File: src/rtl/mouse_pkg.sv
// Shared types and constants for the PS/2 mouse cursor decoder:
// byte/packet FSM states, byte0 field positions, the acceleration threshold and a clamp helper.
package mouse_pkg;

    typedef enum logic [1:0] {
        IDLE,
        DATA,
        PARITY,
        STOP
    } byte_state_t;

    typedef enum logic [1:0] {
        WAIT_B0,
        WAIT_B1,
        WAIT_B2
    } packet_state_t;

    localparam int B0_LEFT    = 0;
    localparam int B0_RIGHT   = 1;
    localparam int B0_MIDDLE  = 2;
    localparam int B0_ALWAYS1 = 3;
    localparam int B0_XSIGN   = 4;
    localparam int B0_YSIGN   = 5;
    localparam int B0_XOVF    = 6;
    localparam int B0_YOVF    = 7;

    localparam int ACCEL_THRESHOLD = 16;

    // Only the byte0 fields that matter once the packet completes; bit 3 is used for alignment only.
    typedef struct packed {
        logic       y_ovf;
        logic       x_ovf;
        logic       y_sign;
        logic       x_sign;
        logic [2:0] buttons;
    } byte0_fields_t;

    function automatic logic [9:0] clamp_axis(input logic signed [11:0] value, input logic [9:0] max_val);
        if (value < 12'sd0)
            return 10'd0;
        else if (value > $signed({2'b00, max_val}))
            return max_val;
        else
            return value[9:0];
    endfunction

endpackage

File: src/rtl/mouse_cursor_decoder_if.sv
// PS/2 line inputs and cursor/status outputs of the mouse cursor decoder.
// The master side is the mouse/host environment, the slave side is the decoder.
interface mouse_cursor_decoder_if;

    logic              PS2_CLK;
    logic              PS2_DAT;
    logic [9:0]        BallX;
    logic [9:0]        BallY;
    logic signed [7:0] MouseButtons;
    logic              packet_valid;
    logic              frame_error;

    modport master (
        output PS2_CLK, PS2_DAT,
        input  BallX, BallY, MouseButtons, packet_valid, frame_error
    );

    modport slave (
        input  PS2_CLK, PS2_DAT,
        output BallX, BallY, MouseButtons, packet_valid, frame_error
    );

endinterface

File: src/rtl/ps2_byte_rx.sv
// PS/2 byte receiver: line synchronisers, falling-edge detect, 11-bit frame FSM with odd parity,
// stop-bit check and inter-edge timeout. byte_valid/byte_err are single-cycle and mutually exclusive.
module ps2_byte_rx
    import mouse_pkg::*;
#(
    parameter int TIMEOUT_CYCLES = 5000
) (
    input  logic       Clk,
    input  logic       Reset_n,
    input  logic       ps2_clk,
    input  logic       ps2_dat,
    output logic       byte_valid,
    output logic [7:0] byte_data,
    output logic       byte_err
);

    localparam int TW = $clog2(TIMEOUT_CYCLES + 1);

    byte_state_t   state;
    byte_state_t   state_next;
    logic [1:0]    clk_sync;
    logic [1:0]    dat_sync;
    logic          clk_prev;
    logic          fall;
    logic          bit_in;
    logic [2:0]    bit_cnt;
    logic [7:0]    shift_reg;
    logic          parity_bit;
    logic [TW-1:0] timeout_cnt;
    logic          timeout_hit;
    logic          parity_ok;

    // Lines idle high, so the synchronisers reset high to avoid a false edge after reset.
    always_ff @(posedge Clk) begin
        if (!Reset_n) begin
            clk_sync <= 2'b11;
            dat_sync <= 2'b11;
            clk_prev <= 1'b1;
        end else begin
            clk_sync <= {clk_sync[0], ps2_clk};
            dat_sync <= {dat_sync[0], ps2_dat};
            clk_prev <= clk_sync[1];
        end
    end

    assign fall        = clk_prev & ~clk_sync[1];
    assign bit_in      = dat_sync[1];
    assign timeout_hit = (state != IDLE) && !fall && (timeout_cnt == TW'(TIMEOUT_CYCLES - 1));
    assign parity_ok   = ^{shift_reg, parity_bit};
    assign byte_data   = shift_reg;

    always_ff @(posedge Clk) begin
        if (!Reset_n)
            state <= IDLE;
        else
            state <= state_next;
    end

    always_comb begin
        state_next = state;
        case (state)
            IDLE:    if (fall && !bit_in) state_next = DATA;
            DATA:    if (timeout_hit) state_next = IDLE;
                     else if (fall && bit_cnt == 3'd7) state_next = PARITY;
            PARITY:  if (timeout_hit) state_next = IDLE;
                     else if (fall) state_next = STOP;
            STOP:    if (timeout_hit || fall) state_next = IDLE;
            default: state_next = IDLE;
        endcase
    end

    always_comb begin
        byte_valid = 1'b0;
        byte_err   = 1'b0;
        if (timeout_hit)
            byte_err = 1'b1;
        else if (state == STOP && fall) begin
            if (bit_in && parity_ok)
                byte_valid = 1'b1;
            else
                byte_err = 1'b1;
        end
    end

    // Shift register, parity capture, bit count and timeout count.
    always_ff @(posedge Clk) begin
        if (!Reset_n) begin
            shift_reg   <= '0;
            parity_bit  <= 1'b0;
            bit_cnt     <= '0;
            timeout_cnt <= '0;
        end else begin
            if (fall || state == IDLE || timeout_hit)
                timeout_cnt <= '0;
            else
                timeout_cnt <= timeout_cnt + 1'b1;

            if (fall) begin
                case (state)
                    IDLE:    bit_cnt <= '0;
                    DATA:    begin
                                 shift_reg <= {bit_in, shift_reg[7:1]};
                                 bit_cnt   <= bit_cnt + 3'd1;
                             end
                    PARITY:  parity_bit <= bit_in;
                    default: ;
                endcase
            end

            if (timeout_hit)
                bit_cnt <= '0;
        end
    end

endmodule

File: src/rtl/mouse_cursor_decoder.sv
// PS/2 mouse packet decoder that tracks a clamped cursor position and button state.
// Define MOUSE_ACCEL_EN to double any axis delta of magnitude 16 or more.
module mouse_cursor_decoder
    import mouse_pkg::*;
#(
    parameter int TIMEOUT_CYCLES = 5000,
    parameter int X_INIT         = 320,
    parameter int Y_INIT         = 240,
    parameter int X_MAX          = 639,
    parameter int Y_MAX          = 479
) (
    input  logic                    Clk,
    input  logic                    Reset_n,
    mouse_cursor_decoder_if.slave   bus
);

    packet_state_t     pkt_state;
    packet_state_t     pkt_next;
    logic              byte_valid;
    logic              byte_err;
    logic [7:0]        byte_data;
    logic              store_b0;
    logic              store_b1;
    logic              commit;
    byte0_fields_t     byte0_q;
    logic [7:0]        byte1_q;
    logic [9:0]        ball_x;
    logic [9:0]        ball_y;
    logic signed [7:0] buttons;
    logic              packet_valid_q;
    logic              frame_error_q;
    logic signed [8:0] dx;
    logic signed [8:0] dy;
    logic signed [11:0] sum_x;
    logic signed [11:0] sum_y;

    function automatic logic signed [11:0] scale_delta(input logic signed [8:0] d);
        logic signed [11:0] wide;
        wide = {{3{d[8]}}, d};
`ifdef MOUSE_ACCEL_EN
        if (wide >= 12'sd16 || wide <= -12'sd16)
            wide = wide <<< 1;
`endif
        return wide;
    endfunction

    ps2_byte_rx #(
        .TIMEOUT_CYCLES (TIMEOUT_CYCLES)
    ) u_rx (
        .Clk        (Clk),
        .Reset_n    (Reset_n),
        .ps2_clk    (bus.PS2_CLK),
        .ps2_dat    (bus.PS2_DAT),
        .byte_valid (byte_valid),
        .byte_data  (byte_data),
        .byte_err   (byte_err)
    );

    always_ff @(posedge Clk) begin
        if (!Reset_n)
            pkt_state <= WAIT_B0;
        else
            pkt_state <= pkt_next;
    end

    // A frame error always realigns to byte0; a byte0 without bit 3 set is dropped silently.
    always_comb begin
        pkt_next = pkt_state;
        if (byte_err)
            pkt_next = WAIT_B0;
        else if (byte_valid) begin
            case (pkt_state)
                WAIT_B0: if (byte_data[B0_ALWAYS1]) pkt_next = WAIT_B1;
                WAIT_B1: pkt_next = WAIT_B2;
                WAIT_B2: pkt_next = WAIT_B0;
                default: pkt_next = WAIT_B0;
            endcase
        end
    end

    always_comb begin
        store_b0 = byte_valid && (pkt_state == WAIT_B0) && byte_data[B0_ALWAYS1];
        store_b1 = byte_valid && (pkt_state == WAIT_B1);
        commit   = byte_valid && (pkt_state == WAIT_B2);
    end

    // 12-bit signed sums leave headroom for a doubled delta on top of the screen coordinate.
    assign dx    = {byte0_q.x_sign, byte1_q};
    assign dy    = {byte0_q.y_sign, byte_data};
    assign sum_x = $signed({2'b00, ball_x}) + scale_delta(dx);
    assign sum_y = $signed({2'b00, ball_y}) - scale_delta(dy);

    always_ff @(posedge Clk) begin
        if (!Reset_n) begin
            byte0_q        <= '0;
            byte1_q        <= '0;
            ball_x         <= 10'(X_INIT);
            ball_y         <= 10'(Y_INIT);
            buttons        <= '0;
            packet_valid_q <= 1'b0;
            frame_error_q  <= 1'b0;
        end else begin
            packet_valid_q <= commit;
            frame_error_q  <= byte_err;
            if (store_b0) begin
                byte0_q.y_ovf   <= byte_data[B0_YOVF];
                byte0_q.x_ovf   <= byte_data[B0_XOVF];
                byte0_q.y_sign  <= byte_data[B0_YSIGN];
                byte0_q.x_sign  <= byte_data[B0_XSIGN];
                byte0_q.buttons <= {byte_data[B0_MIDDLE], byte_data[B0_RIGHT], byte_data[B0_LEFT]};
            end
            if (store_b1)
                byte1_q <= byte_data;
            if (commit) begin
                buttons <= {5'b00000, byte0_q.buttons};
                if (!byte0_q.x_ovf)
                    ball_x <= clamp_axis(sum_x, 10'(X_MAX));
                if (!byte0_q.y_ovf)
                    ball_y <= clamp_axis(sum_y, 10'(Y_MAX));
            end
        end
    end

    assign bus.BallX        = ball_x;
    assign bus.BallY        = ball_y;
    assign bus.MouseButtons = buttons;
    assign bus.packet_valid = packet_valid_q;
    assign bus.frame_error  = frame_error_q;

endmodule

File: src/flat_wrapper.sv
// flat-port wrapper written by rule: the top's interface ports become plain ports
module mouse_cursor_decoder_flat import mouse_pkg::*;
#(
    parameter int TIMEOUT_CYCLES = 5000,
    parameter int X_INIT         = 320,
    parameter int Y_INIT         = 240,
    parameter int X_MAX          = 639,
    parameter int Y_MAX          = 479
)
  (Clk, Reset_n, bus_PS2_CLK, bus_PS2_DAT, bus_BallX, bus_BallY, bus_MouseButtons, bus_packet_valid, bus_frame_error);
  mouse_cursor_decoder_if bus_i ();
  input  logic Clk;
  input  logic Reset_n;
  input wire logic [$bits(bus_i.PS2_CLK)-1:0] bus_PS2_CLK;
  input wire logic [$bits(bus_i.PS2_DAT)-1:0] bus_PS2_DAT;
  output wire logic [$bits(bus_i.BallX)-1:0] bus_BallX;
  output wire logic [$bits(bus_i.BallY)-1:0] bus_BallY;
  output wire logic [$bits(bus_i.MouseButtons)-1:0] bus_MouseButtons;
  output wire logic [$bits(bus_i.packet_valid)-1:0] bus_packet_valid;
  output wire logic [$bits(bus_i.frame_error)-1:0] bus_frame_error;
  assign bus_i.PS2_CLK = bus_PS2_CLK;
  assign bus_i.PS2_DAT = bus_PS2_DAT;
  assign bus_BallX = bus_i.BallX;
  assign bus_BallY = bus_i.BallY;
  assign bus_MouseButtons = bus_i.MouseButtons;
  assign bus_packet_valid = bus_i.packet_valid;
  assign bus_frame_error = bus_i.frame_error;
  mouse_cursor_decoder #(.TIMEOUT_CYCLES(TIMEOUT_CYCLES), .X_INIT(X_INIT), .Y_INIT(Y_INIT), .X_MAX(X_MAX), .Y_MAX(Y_MAX)) u_core (.Clk(Clk), .Reset_n(Reset_n), .bus(bus_i));
endmodule
File: config.mk
export PLATFORM = sky130hd
export DESIGN_NAME = mouse_cursor_decoder_flat
export DESIGN_NICKNAME = d
export VERILOG_FILES = /design/src/rtl/mouse_pkg.sv /design/src/rtl/mouse_cursor_decoder_if.sv /design/src/rtl/ps2_byte_rx.sv /design/src/rtl/mouse_cursor_decoder.sv /design/src/flat_wrapper.sv
export SDC_FILE = /design/constraint.sdc
export NUM_CORES = 1
export LEC_CHECK = 0
export ABC_CLOCK_PERIOD_IN_PS = 2800
export CAP_MARGIN = 5
export CORE_MARGIN = 5
export CORE_UTILIZATION = 55
export CTS_BUF_LIST = sky130_fd_sc_hd__clkbuf_4
export CTS_CLUSTER_DIAMETER = 100
export CTS_CLUSTER_SIZE = 25
export DETAILED_ROUTE_END_ITERATION = 12
export PLACE_DENSITY = 0.83
export SLEW_MARGIN = 20
export SYNTH_ARGS = -nofsm -noshare
export SYNTH_HDL_FRONTEND = slang
export SYNTH_SLANG_ARGS = --single-unit
File: constraint.sdc
create_clock -name Clk -period 2.8 [get_ports Clk]
set_input_delay 0.28 -clock Clk [delete_from_list [all_inputs] [get_ports Clk]]
set_output_delay 0.28 -clock Clk [all_outputs]
set_load 0.03 [all_outputs]
Word level (Yosys, flattened, before mapping)
Index checks and enable logic that the tools add are counted.
- bits in registers: 74
- input port bits: 4
- output and inout bits: 30
- logic and storage cells: 95
- add/subtract/negate cells: 4
- magnitude comparators: 4
- equal/unequal tests: 12
- muxes and demuxes: 20
- bitwise gates (word level): 5
- reductions and logical operators: 30
- operator list (cell ; number):
    $mux 10 ; 4
    $lt 12x1->1 const B ; 2
    $mux 2 ; 7
    $add 13x1->13 const B ; 1
    $eq 13x13->1 const B ; 1
    $add 11x9->12 ; 1
    $gt 12x10->1 const B ; 1
    $gt 12x11->1 const B ; 1
    $reduce_and 2->1 ; 6
    $sub 11x9->12 ; 1
    $logic_and 1x1->1 ; 10
    $reduce_xor 9->1 ; 1
    $pmux 2 s4 ; 1
    $eq 2x2->1 const B ; 3
    $mux 1 ; 6
    $ne 2x2->1 const B ; 3
    $ne 3x3->1 const B ; 2
    $pmux 3 s2 ; 1
    $reduce_or 2->1 ; 3
    $eq 2x1->1 const B ; 2
    $logic_not 2->1 ; 2
    $not 1->1 ; 4
    $pmux 2 s2 ; 1
    $reduce_and 4->1 ; 1
    other kinds (6) ; 10

Logic depth before layout (Yosys ltp)
- depth after elaboration: 8
- depth in mapped cells: 11
- gate-level depth less buffers: 11

Cells and area by module
Synthesis repeated with hierarchy kept, for this count alone.
- cell total of the unflattened synthesis: 493
- area, all modules: 4234.1 sq um
- by module, submodules not included (module ; times used ; cells each ; area an instance (sq um) ; seq. area each (sq um)):
    mouse_cursor_decoder ; 1 ; 334 ; 2790.2 ; 840.8
    ps2_byte_rx ; 1 ; 159 ; 1443.9 ; 640.6

Worst setup path after synthesis
Ideal clock, no wire load.
- path kind: register -> register
- from: reg u_core.ball_y[0] (netlist: u_core.bus.BallY[0])
- to: reg u_core.ball_y[5] (netlist: u_core.bus.BallY[5])
- setup time: 116 ps
- arrival time: 2894 ps
- required time: 2684 ps
- setup slack: -211 ps
- cell stages (with the launch flop): 12
- path buffers: 0
- period minus slack after synthesis: 3011 ps
- cells stage by stage: dfxtp_1 > inv_1 > ha_1 > inv_1 > fa_1 > a211o_1 > a2111oi_0 > o21ai_0 > mux2i_1 > o311ai_1 > nor2_1 > a31o_2
- cells in the longest elaborated chain, start to end: 4
- elaborated cells between the ends (all ways): 5
- classes of those cells: 1 x add/sub; 2 x order compare; 2 x mux
- ends and longest elaborated chain (what ; RTL line ; source):
    start: declaration ; mouse_cursor_decoder.sv:28 ; logic [9:0] ball_y;
    start signal: assignment ; mouse_cursor_decoder.sv:98 ; ball_y <= 10'(Y_INIT);
    start signal: assignment ; mouse_cursor_decoder.sv:119 ; ball_y <= clamp_axis(sum_y, 10'(Y_MAX));
    $sub 11x9->12 (*) ; mouse_cursor_decoder.sv:91 ; assign sum_y = $signed({2'b00, ball_y}) - scale_delta(dy);
    $gt 12x10->1 ; mouse_pkg.sv:41 ; else if (value > $signed({2'b00, max_val}))
    $mux 10 ; mouse_pkg.sv:41 ;
    $mux 10 (*) ; mouse_pkg.sv:39 ; if (value < 12'sd0)
Mark *: on every way between the ends. The rest lies on a longest branch, timed or not.
A chain may end at the register's enable or synchronous reset.

Worst setup path in the final report
- from: reg u_core.ball_y[0] (netlist: u_core.bus.BallY[0])
- to: reg u_core.ball_y[7] (netlist: u_core.bus.BallY[7])
Same word-level chain as after synthesis.

==> results.py <==
metrics = {
    "die": {
        "initial_core_util_pct": 55.8,
        "fp.dieH_um": 98.1,
        "die-area_um2": 9630,
        "ios": 34,
        "die_w_um": 98.1,
        "rows": 32,
        "core_area_um2": 7650,
    },
    "clock_tree": {
        "clockBufferDepth": 2,
        "root_buffer": "clkbuf_4",
        "cts_tree": "built",
        "numCtsBuffers": 9,
        "cts.sink_count": 74,
        "path_clk_slew_ps": 120,
        "cts_max_level": 3,
        "holdBufCountCts": 0,
        "worstSkewPairLatency_ps": 440,
    },
    "power_and_ir_drop": {
        "irDropWorstVdd_mv": 0.297,
        "p_comb_share_pct": 2.3,
        "pwr_density_cell_nw_per_um2": 345,
        "switching_share_pct": 23.9,
        "p_clk_share_pct": 38.0,
        "power_switching_mw": 0.424,
        "p_int_mw": 1.35,
        "p_leak_nw": 2.03,
        "power_frac_seq_pct": 59.7,
    },
    "sta": {
        "max_freq_mhz": 350,
        "tns_ps": -158,
        "max_slew_margin_pct": 34.6,
        "period_needed_ps": 2850,
        "hold_violations": 0,
        "slew_viol_final": 0,
        "rsz0062_at_grt": "true",
        "worstMarginPinSlew_ps": 980,
        "period_share_pct": 102,
        "setup_viol": 5,
        "fin_ws_ps": -54.7,
        "finClkSkew_ps": 26.1,
    },
    "global_route": {
        "grt_max_degree": 31,
        "antenna_found_initial": 0,
        "grt_overflow": 0,
        "grt_pass1_wl_mm": 16.7,
        "globalRouteTotalUtil_pct": 21.0,
        "grt_pass1_vias": 3672,
    },
    "setup_path": {
        "crit_buf_inv": 3,
        "endpoint_kind": "flop",
        "arrival_ps": 3170,
        "cp_cell_sequence": "inv_2 > ha_4 > inv_2 > fa_2 > a211o_4 > a211o_1 > a41oi_2 > o211a_1 > buf_6 > o311a_1 > nand2_1 > a221o_1",
        "worstPathRequired_ps": 3110,
        "slowest_stage": "a211o_4",
        "reg2regPathDepth": 12,
        "critical-path-top-delay-family": "compound AO/OA/AOI/OAI gates",
        "r2r-end": "u_core.bus.BallY[7]",
        "r2r_slack_ps": -50,
        "cp_common_cell": "inv_2",
        "cpPeakStageDelay_ps": 380,
        "critPathKind": "reg -> reg",
        "cp_max_fo": 4,
        "cp-start-kind": "flop",
        "timing.rr.start": "u_core.bus.BallY[0]",
    },
    "synth": {
        "syn_inst": 501,
        "synth_edf_count": 0,
        "synth_area_um2": 4270,
        "ys.warnings.count": 0,
        "ys_ff_latch": 74,
        "synth.largest_area_cell": "dfxtp_1",
        "ys_seq_area_share_pct": 34.7,
        "ys.flop_type": "dfxtp_1",
        "syn_avg_cell_area_um2": 8.52,
        "async_reset_ff_share_pct": 0,
        "synth_top_area_share_pct": 34.7,
        "synth_area_leaders": "dfxtp_1 35%, ha_1 7.3%, nor2_1 5.0%, mux2i_1 4.9%, nand2_1 4.0%",
        "yosys.cell_types.count": 73,
    },
    "drt": {
        "drc": 0,
        "first_iter_violations": 309,
        "routed_via_density": 6.03,
        "vias": 3972,
        "avgRoutedWirePerCell_um": 16.2,
        "drtPass1Iterations": 5,
        "wl_mm": 10.7,
        "ant_nets": 0,
    },
    "placement": {
        "port-buffer-count": 28,
        "gp_congestion": 0.989,
        "placed_area_um2": 4760,
        "pre_cts_ws_ps": -125,
        "dp_hpwl_mm": 7.47,
    },
    "status": {
        "status": "complete, but fails checks",
        "violations": "setup timing",
    },
    "final_layout": {
        "final_nets": 583,
        "antenna_cells_inserted": 0,
        "n_fill_cell": 604,
        "drive_above_1_share_pct": 14.4,
        "area_growth_pct": 20.2,
        "final_area_um2": 5130,
    },
    "worst_hold_path": {
        "worst_hold_startpoint": "bus_PS2_CLK",
        "hold_path_class": "in -> reg",
        "min_to": "u_core.u_rx.clk_sync[0]",
        "min_path_cells": 2,
    },
    "run": {
        "maxCapViolCount": 0,
    },
}
[kinds of logic (layout without fill, tap and decap cells)]
logic type | Yosys count | after routing | share of synthesized area [%]
adder cells (fa/ha/maj) | 27 | 27 | 8.26
flip-flops | 74 | 74 | 34.7
other | 1 | 5 | 0.0878
multiplexers | 21 | 21 | 4.92
XOR/XNOR | 27 | 27 | 6.30
AND/OR/NAND/NOR | 177 | 177 | 20.2
AO/OA/AOI/OAI | 124 | 124 | 20.4
buffers and inverters | 50 | 102 | 5.10
[through the flow]
step | hold slack, ps | power (mW) | utilization [%] | cells
global placement | 391 | 1.12 | 62.3 | 636
finish | 404 | 1.77 | 67.1 | 659
floorplan | 381 | 1.11 | - | 505
CTS | 383 | 1.79 | 64.8 | 654
global route | 388 | 1.84 | 67.1 | 659
detailed placement | 396 | 1.12 | 62.3 | 636
[worst max path at each step]
stage / startpoint / to / slack (ps) / cells after the start
2_1_floorplan: u_core.bus.BallY[0] / u_core.bus.BallY[5] / 5 / 11
3_3_place_gp: u_core.bus.BallY[0] / u_core.bus.BallY[5] / 50 / 11
3_5_place_dp: u_core.bus.BallY[0] / u_core.bus.BallY[2] / -120 / 12
4_1_cts: u_core.bus.BallY[0] / u_core.bus.BallY[7] / -70 / 12
5_1_grt: u_core.bus.BallY[0] / u_core.bus.BallY[7] / -140 / 12
6_report: u_core.bus.BallY[0] / u_core.bus.BallY[7] / -50 / 12
[final cells by class]
cell class / count / area [µm²] / share of cell area [%]
Multi-Input combinational cell: 381 / 2760 / 53.7
Sequential cell: 74 / 1490 / 28.9
Timing Repair Buffer: 58 / 517 / 10.1
Tap cell: 102 / 128 / 2.49
Inverter: 28 / 105 / 2.05
Clock buffer: 10 / 75.1 / 1.46
Clock inverter: 6 / 66.3 / 1.29
[sequential cells by signal, summed over array words and instances (netlist names), 2 cells and up]
| name | flops |
|---|---|
| u_core.u_rx.timeout_cnt | 13 |
| u_core.bus.BallX | 10 |
| u_core.bus.BallY | 10 |
| u_core.byte1_q | 8 |
| u_core.u_rx.byte_data | 8 |
| u_core.byte0_q | 7 |
| u_core.bus.MouseButtons | 3 |
| u_core.u_rx.bit_cnt | 3 |
| u_core.pkt_state | 2 |
| u_core.u_rx.clk_sync | 2 |
| u_core.u_rx.dat_sync | 2 |
| u_core.u_rx.state | 2 |
[per-layer routing]
| layer | vias to the layer above | routed length [µm] | GRT usage [%] |
|---|---|---|---|
| li1 | 1898 | - | - |
| met1 | 1864 | 4380 | 24.8 |
| met2 | 159 | 5220 | 36.2 |
| met3 | 51 | 709 | 5.43 |
| met4 | 0 | 373 | 8.84 |
| met5 | - | 0 | 0 |
[layout by cell type, fill, tap and decap left out, types with 3 or more instances in the layout]
| cell | synthesis | layout |
|---|---|---|
| nand2b_1 | 11 | 11 |
| o211ai_1 | 5 | 5 |
| a31oi_1 | 3 | 3 |
| o21a_1 | 8 | 8 |
| nor4_1 | 5 | 4 |
| mux2i_1 | 21 | 20 |
| and3_1 | 5 | 5 |
| xor2_1 | 12 | 11 |
| a211o_1 | 4 | 3 |
| inv_1 | 28 | 26 |
| nand3_1 | 15 | 14 |
| a21o_1 | 8 | 8 |
| dfxtp_2 | 0 | 3 |
| o21ai_1 | 1 | 4 |
| buf_4 | 5 | 27 |
| nor3b_1 | 4 | 4 |
| ha_1 | 25 | 24 |
| nor2b_1 | 5 | 5 |
| conb_1 | 1 | 5 |
| a211oi_1 | 3 | 3 |
| clkdlybuf4s50_1 | 0 | 28 |
| dfxtp_1 | 74 | 71 |
| clkbuf_4 | 0 | 10 |
| nor2_1 | 57 | 57 |
| a21oi_1 | 32 | 31 |
| or3_1 | 5 | 4 |
| xnor2_1 | 13 | 13 |
| nand2_1 | 45 | 45 |
| o21ai_0 | 18 | 13 |
| nor3_1 | 9 | 9 |
| buf_6 | 1 | 3 |
[Yosys cell counts (9+ instances only)]
cell type / instances
ha_1: 25
inv_1: 28
nand2b_1: 11
nand3_1: 15
dfxtp_1: 74
xor2_1: 12
nor2_1: 57
mux2i_1: 21
a21oi_1: 32
nor3_1: 9
xnor2_1: 13
clkbuf_1: 13
o21ai_0: 18
nand2_1: 45
[power by group through the flow]
stage	clock, mW	sequential (mW)	combinational [mW]
floorplan	0	1.08	0.0335
global placement	0	1.08	0.0379
detailed placement	0	1.08	0.0384
CTS	0.692	1.06	0.0387
global route	0.739	1.06	0.0430
finish	0.674	1.06	0.0404
[timing repair]
item,CTS,global route
setup buffers,2,5
resized for setup,5,33
pin swaps,2,17
setup endpoints to repair,5,18
(Power assumes the default switching activity.)
